## config.mk

```make
export PLATFORM = sky130hd
export DESIGN_NAME = ifetch_queue
export DESIGN_NICKNAME = d
export VERILOG_FILES = /design/src/rtl/ifq_pkg.sv /design/src/rtl/ifq_ring.sv /design/src/rtl/ifetch_queue.sv
export SDC_FILE = /design/constraint.sdc
export NUM_CORES = 1
export LEC_CHECK = 0
export ABC_AREA = 1
export CORE_MARGIN = 1.5
export CORE_UTILIZATION = 41
export CTS_BUF_LIST = sky130_fd_sc_hd__clkbuf_4
export DETAILED_ROUTE_END_ITERATION = 8
export GPL_TIMING_DRIVEN = 1
export PLACE_DENSITY = 0.71
export SETUP_SLACK_MARGIN = 0.15
export SYNTH_ARGS = -nofsm -noshare
export SYNTH_HDL_FRONTEND = slang
export SYNTH_HIERARCHICAL = 1
export SYNTH_SLANG_ARGS = --single-unit
```

## constraint.sdc

```tcl
create_clock -name clk -period 3.3 [get_ports clk]
set_clock_uncertainty 0.15 [all_clocks]
set_input_delay 0.66 -clock clk [delete_from_list [all_inputs] [get_ports clk]]
set_output_delay 0.66 -clock clk [all_outputs]
set_load 0.02 [all_outputs]
```

## src/rtl/ifq_pkg.sv

```systemverilog
// Shared constants and the queue entry type for the instruction fetch queue.
package ifq_pkg;

  localparam int unsigned IfqAddrWidth = 32;
  localparam int unsigned IfqDatWidth  = 32;
  localparam int unsigned IfqDepth     = 4;
  localparam int unsigned IfqMaxOut    = 2;
  localparam logic [31:0] IfqResetPc   = 32'h0000_0000;
  localparam logic [31:0] NopInstr     = 32'h0000_0013;

  typedef struct packed {
    logic [IfqAddrWidth-1:0] pc;
    logic [IfqDatWidth-1:0]  instr;
    logic                    alloc;
    logic                    filled;
  } ifq_entry_t;

endpackage

```

## src/rtl/ifq_ring.sv

```systemverilog
// Circular entry store: allocate at tail in PC order, fill in the same order, pop at head.
module ifq_ring
  import ifq_pkg::*;
#(
  parameter int unsigned DEPTH = IfqDepth,
  localparam int unsigned PtrW = $clog2(DEPTH),
  localparam int unsigned CntW = $clog2(DEPTH + 1)
) (
  input  logic                    clk,
  input  logic                    rst,
  input  logic                    flush_i,
  input  logic                    push_i,
  input  logic [IfqAddrWidth-1:0] push_pc_i,
  input  logic                    fill_i,
  input  logic [IfqDatWidth-1:0]  fill_data_i,
  input  logic                    pop_i,
  output ifq_entry_t              head_o,
  output logic [CntW-1:0]         count_o
);

  ifq_entry_t      ent_q [DEPTH];
  ifq_entry_t      ent_d [DEPTH];
  logic [PtrW-1:0] head_q, head_d;
  logic [PtrW-1:0] tail_q, tail_d;
  logic [PtrW-1:0] fill_q, fill_d;
  logic [CntW-1:0] count_q, count_d;

  always_comb begin
    ent_d   = ent_q;
    head_d  = head_q;
    tail_d  = tail_q;
    fill_d  = fill_q;
    count_d = count_q;
    if (flush_i) begin
      for (int i = 0; i < DEPTH; i++) begin
        ent_d[i] = '0;
      end
      head_d  = '0;
      tail_d  = '0;
      fill_d  = '0;
      count_d = '0;
    end else begin
      if (pop_i) begin
        ent_d[head_q].alloc  = 1'b0;
        ent_d[head_q].filled = 1'b0;
        head_d               = head_q + 1'b1;
      end
      // The fill pointer always trails the tail at the oldest unfilled allocation.
      if (fill_i) begin
        ent_d[fill_q].instr  = fill_data_i;
        ent_d[fill_q].filled = 1'b1;
        fill_d               = fill_q + 1'b1;
      end
      if (push_i) begin
        ent_d[tail_q].pc     = push_pc_i;
        ent_d[tail_q].instr  = '0;
        ent_d[tail_q].alloc  = 1'b1;
        ent_d[tail_q].filled = 1'b0;
        tail_d               = tail_q + 1'b1;
      end
      count_d = count_q + CntW'(push_i) - CntW'(pop_i);
    end
  end

  always_ff @(posedge clk) begin
    if (rst) begin
      for (int i = 0; i < DEPTH; i++) begin
        ent_q[i] <= '0;
      end
      head_q  <= '0;
      tail_q  <= '0;
      fill_q  <= '0;
      count_q <= '0;
    end else begin
      for (int i = 0; i < DEPTH; i++) begin
        ent_q[i] <= ent_d[i];
      end
      head_q  <= head_d;
      tail_q  <= tail_d;
      fill_q  <= fill_d;
      count_q <= count_d;
    end
  end

  assign head_o  = ent_q[head_q];
  assign count_o = count_q;

endmodule

```

## src/rtl/ifetch_queue.sv

```systemverilog
// Decoupled instruction fetch: issues in-order memory requests, buffers responses and
// presents the oldest fetched instruction to decode from registers only.
module ifetch_queue
  import ifq_pkg::*;
#(
  parameter int unsigned           ADDR_WIDTH = IfqAddrWidth,
  parameter int unsigned           DAT_WIDTH  = IfqDatWidth,
  parameter int unsigned           DEPTH      = IfqDepth,
  parameter int unsigned           MAX_OUT    = IfqMaxOut,
  parameter logic [ADDR_WIDTH-1:0] RESET_PC   = IfqResetPc
) (
  input  logic                  clk,
  input  logic                  rst,
  input  logic                  PCSrc_E,
  input  logic [ADDR_WIDTH-1:0] PCTarget_E,
  input  logic                  PC_Write,
  input  logic                  IF_ID_Write,
  output logic                  imem_req_valid,
  input  logic                  imem_req_ready,
  output logic [ADDR_WIDTH-1:0] imem_req_addr,
  input  logic                  imem_rsp_valid,
  input  logic [DAT_WIDTH-1:0]  imem_rsp_data,
  output logic                  valid_D,
  output logic [DAT_WIDTH-1:0]  Ins_D,
  output logic [ADDR_WIDTH-1:0] PC_D,
  output logic [ADDR_WIDTH-1:0] PC_4D
);

  localparam int unsigned OutW = $clog2(MAX_OUT + 1);
  localparam int unsigned CntW = $clog2(DEPTH + 1);

  if ((ADDR_WIDTH != IfqAddrWidth) || (DAT_WIDTH != IfqDatWidth)) begin : g_bad_width
    $error("ifetch_queue: entry struct is sized for the package default widths");
  end

  logic [ADDR_WIDTH-1:0] fetch_pc_q, fetch_pc_d;
  logic [OutW-1:0]       out_q, out_d;
  logic [OutW-1:0]       drop_q, drop_d;
  logic [ADDR_WIDTH-1:0] pc_hold_q, pc_hold_d;
  logic [ADDR_WIDTH-1:0] pc4_hold_q, pc4_hold_d;

  ifq_entry_t      head;
  logic [CntW-1:0] count;
  logic            req_fire, rsp_take, fill, pop;
  logic            unused_tgt;

  assign unused_tgt = ^PCTarget_E[1:0];

  assign imem_req_valid = !rst && PC_Write && !PCSrc_E &&
                          (count < CntW'(DEPTH)) && (out_q < OutW'(MAX_OUT));
  assign imem_req_addr  = fetch_pc_q;
  assign req_fire       = imem_req_valid && imem_req_ready;

  // A response is only meaningful while something is outstanding; this keeps counters >= 0.
  assign rsp_take = !rst && imem_rsp_valid && (out_q != '0);
  assign fill     = rsp_take && (drop_q == '0) && !PCSrc_E;

  assign valid_D  = !rst && head.alloc && head.filled;
  assign pop      = valid_D && IF_ID_Write && !PCSrc_E;

  always_comb begin
    fetch_pc_d = fetch_pc_q;
    out_d      = out_q;
    drop_d     = drop_q;
    if (PCSrc_E) begin
      fetch_pc_d = {PCTarget_E[ADDR_WIDTH-1:2], 2'b00};
      // Everything still in flight belongs to the old path and must be discarded.
      out_d      = out_q - OutW'(rsp_take);
      drop_d     = out_q - OutW'(rsp_take);
    end else begin
      if (req_fire) begin
        fetch_pc_d = fetch_pc_q + ADDR_WIDTH'(4);
      end
      out_d = out_q + OutW'(req_fire) - OutW'(rsp_take);
      if (rsp_take && (drop_q != '0)) begin
        drop_d = drop_q - 1'b1;
      end
    end
  end

  always_comb begin
    pc_hold_d  = pc_hold_q;
    pc4_hold_d = pc4_hold_q;
    if (valid_D) begin
      pc_hold_d  = head.pc;
      pc4_hold_d = head.pc + ADDR_WIDTH'(4);
    end
  end

  always_ff @(posedge clk) begin
    if (rst) begin
      fetch_pc_q <= RESET_PC;
      out_q      <= '0;
      drop_q     <= '0;
      pc_hold_q  <= '0;
      pc4_hold_q <= '0;
    end else begin
      fetch_pc_q <= fetch_pc_d;
      out_q      <= out_d;
      drop_q     <= drop_d;
      pc_hold_q  <= pc_hold_d;
      pc4_hold_q <= pc4_hold_d;
    end
  end

  ifq_ring #(
    .DEPTH(DEPTH)
  ) u_ring (
    .clk        (clk),
    .rst        (rst),
    .flush_i    (PCSrc_E),
    .push_i     (req_fire),
    .push_pc_i  (fetch_pc_q),
    .fill_i     (fill),
    .fill_data_i(imem_rsp_data),
    .pop_i      (pop),
    .head_o     (head),
    .count_o    (count)
  );

  assign Ins_D = valid_D ? head.instr : DAT_WIDTH'(NopInstr);
  assign PC_D  = rst ? '0 : (valid_D ? head.pc : pc_hold_q);
  assign PC_4D = rst ? '0 : (valid_D ? head.pc + ADDR_WIDTH'(4) : pc4_hold_q);

endmodule

```

==> run metrics <==
Worst EP arrival 3.03 ns; TritonCTS clock tree done; post-synth cell types 42; DR pass1 iterations 5; synthesized area 0.01749 mm²; crit path cell chain inv_8, buf_12, nand2_1, o211ai_1, nand2_2, inv_1, nor3_4, nand2_2, buf_4, nand3_1, nand3_1, dlygate4sd2_1; top cells by area, synth dfxtp_1, nand2_1, nor2_1, o211ai_1, inv_1; Slew @ Worst Pin 0.6521 ns; Gate Count Post-Synth 2549; CTS Buffer Depth 3; Vias/cell 5.151; crit path max-delay cell type dfxtp_4; H-Tree Depth 3; Final min period 3.838 ns; max cap viols 0; clk slew on worst S/H paths 0.07 ns; CP Launch Type register; CTS Hold Buffers Added 0; crit share post-route 1.163; area share of xor/xnor cells in the synthesized design 0.006010; final core utilization 0.5751; unrepaired setup endpoints after global routing true; leakage 10.47 nW; violated checks setup timing; Rows 75; DRC 0; Yosys reg bits 371; Worst-Skew Late Latency 0.82 ns; worst reg2reg endpoint u_ring/count_o[2]; cell with the most instances after synthesis nand2_1; Setup CP Type register to primary output; outcome complete, but fails checks; fraction of layout cells with a size suffix above 1 0.2308; Synth top area share 0.4247; # clock sinks 371; Die Y 209.5 µm; Initial Utilization 0.4160; min-delay src PCTarget_E[5]; initial antenna violation count 4; flop-to-flop setup slack 0.01 ns; final setup violation count 97; Nets 3014; drt wl/cell 16.28 µm; dpl ws -0.2305 ns; Total GRT Usage 0.2527; Area Growth Syn to Fin 38.25%; hpwl dp 34870 µm; Worst Setup End Kind primary output; VDD IR max 187.9 µV; Boundary Pins 201; Compound-Gate Fraction of Synth Area 0.1490; worst min path class input port to register; relative slew slack 0.5653; via count 18238; Simple-Gate Fraction of Synth Area 0.3031; Remaining Overflow, GRT 0; f_max 260.5 MHz; cts bufs inserted 97; pin count of the biggest net entering global routing 89; setup ws final -0.5383 ns; largest family of logic cells by synthesized area simple AND/OR/NAND/NOR gates; area occupied by multi-input gates 0.009324 mm²; reg2reg path depth 22; first-pass GRT wire length 89690 µm; Post-synth EDFFs 0; Final Max Slew Viols 0; P per Cell Area 383.3 mW/mm²; Worst Hold End imem_req_addr[5]; endpoints failing hold 0; die area 0.04390 mm²; antenna-violating nets left 0; Synth Area per Inst 6.861 µm²; Die W 209.5 µm; root buf cell clkbuf_4; Hold Path Stages 3; vias in the first global route 17482; YS warnings 6; Post-synth ARST share 0; post-synthesis mux area share 0; post-synthesis sequential area ratio 0.4247; PortBufs 196; Synth Area in Adders 0.01545; core area 0.04204 mm²; Critical Path RT 2.49 ns; reg2reg start u_ring/head_q[1]; Layout fillers 3697; most frequent cells after synthesis nand2_1, nor2_1, dfxtp_1; worst-path fanout max 32; GPL Wtd Cong 0.9121; 1st-iter DRT viols 1435; Reg area 0.007435 mm²; CP max stage delay 0.41 ns; Routed WL 57640 µm; Synth area leader dfxtp_1; Most used DFF post-synth dfxtp_1
==> sequential cells by signal (all words and copies together), names as in the netlist <==
name / count
u_ring/ent_q: 264
u_ring/fill_q: 2
u_ring/head_q: 2
pc_hold_q: 32
u_ring/tail_q: 2
drop_q: 2
imem_req_addr: 30
u_ring/count_o: 3
out_q: 2
pc4_hold_q: 32
==> logic make-up (layout without fill, tap and decap cells) <==
kind of cell    count (synthesis)  count (layout)
fa+ha+maj                      21              21
xor+xnor                       12              12
other cells                     1              14
compound gates                444             444
buf+inv                       431             870
simple gates                 1269            1270
flops                         371             371
==> how the worst max path moves through the flow <==
stage	start	slack, ns	cells past startpoint	endpoint
2_1_floorplan	u_ring/head_q[0]	0.17	21	u_ring/count_o[2]
3_3_place_gp	rst	-0.19	7	PC_D[31]
3_5_place_dp	rst	-0.23	7	PC_4D[9]
4_1_cts	u_ring/head_q[0]	-0.54	16	PC_4D[23]
5_1_grt	u_ring/head_q[0]	-0.69	11	PC_4D[10]
6_report	u_ring/head_q[0]	-0.54	12	PC_4D[10]
==> cell type report <==
type | instances | area share
Timing Repair inverter | 1 | 0.0003623
Multi-Input combinational cell | 1757 | 0.3857
Inverter | 278 | 0.04461
Timing Repair Buffer | 416 | 0.1811
Tap cell | 539 | 0.02789
Antenna cell | 4 | 0.0004140
Sequential cell | 371 | 0.3075
Clock inverter | 29 | 0.007090
Clock buffer | 146 | 0.04533
==> metrics by stage <==
| step | hold WS (ns) | TNS, ns | area [µm²] | power, W | cells |
|---|---|---|---|---|---|
| finish | 0.2984 | -29.82 | 24180 | 0.009267 | 3541 |
| global route | 0.2776 | -42.34 | 24170 | 0.009652 | 3540 |
| CTS | 0.2304 | -28.04 | 22950 | 0.009333 | 3505 |
| detailed placement | 0.2869 | -9.520 | 20890 | 0.005204 | 3293 |
| global placement | 0.2810 | -7.969 | 20890 | 0.005192 | 3293 |
| floorplan | 0.2786 | 0 | 17540 | 0.004913 | 2558 |
==> what timing repair did <==
action | 4_1_cts | 5_1_grt
setup buffers | 30 | 30
endpoints found under the setup margin | 99 | 99
gates cloned | 7 | 2
pin swaps | 23 | 29
hold endpoints to repair | 0 | 0
resized for setup | 680 | 229
==> metal layers <==
| layer | vias up | global-route usage | share of wire |
|---|---|---|---|
| met5 | - | 0 | 0 |
| met4 | 0 | 0.1064 | 0.019 |
| met3 | 105 | 0.04369 | 0.072 |
| met2 | 666 | 0.4079 | 0.47 |
| met1 | 8508 | 0.3343 | 0.44 |
| li1 | 8959 | - | - |
==> layout by cell type, fill, tap and decap left out, drive strengths merged, types with 12 or more instances in the layout <==
cell,count
buf,314
clkbuf,148
nor3,145
nand3,68
nand2,533
o21ai,183
clkdlybuf4s50,97
o211ai,136
clkinv,25
xor2,12
a21oi,108
nor2,510
ha,20
inv,280
dfxtp,371
==> worst max-delay path, delay by kind of cell, from the launching register on <==
kind	cells	cell delay, ns
AND/OR/NAND/NOR	6	0.80
buffers and inverters	5	0.91
AO/OA/AOI/OAI	1	0.09
flip-flops	1	0.41
==> power breakdown <==
group	internal, W	leakage [nW]	switching [W]	total [W]
clock network	0.00217	0.761	0.00197	0.00414
logic	0.000231	6.71	0.000334	0.000565
registers	0.00451	3.00	0.0000535	0.00456
No activity file was read; power rests on OpenSTA's default activity.
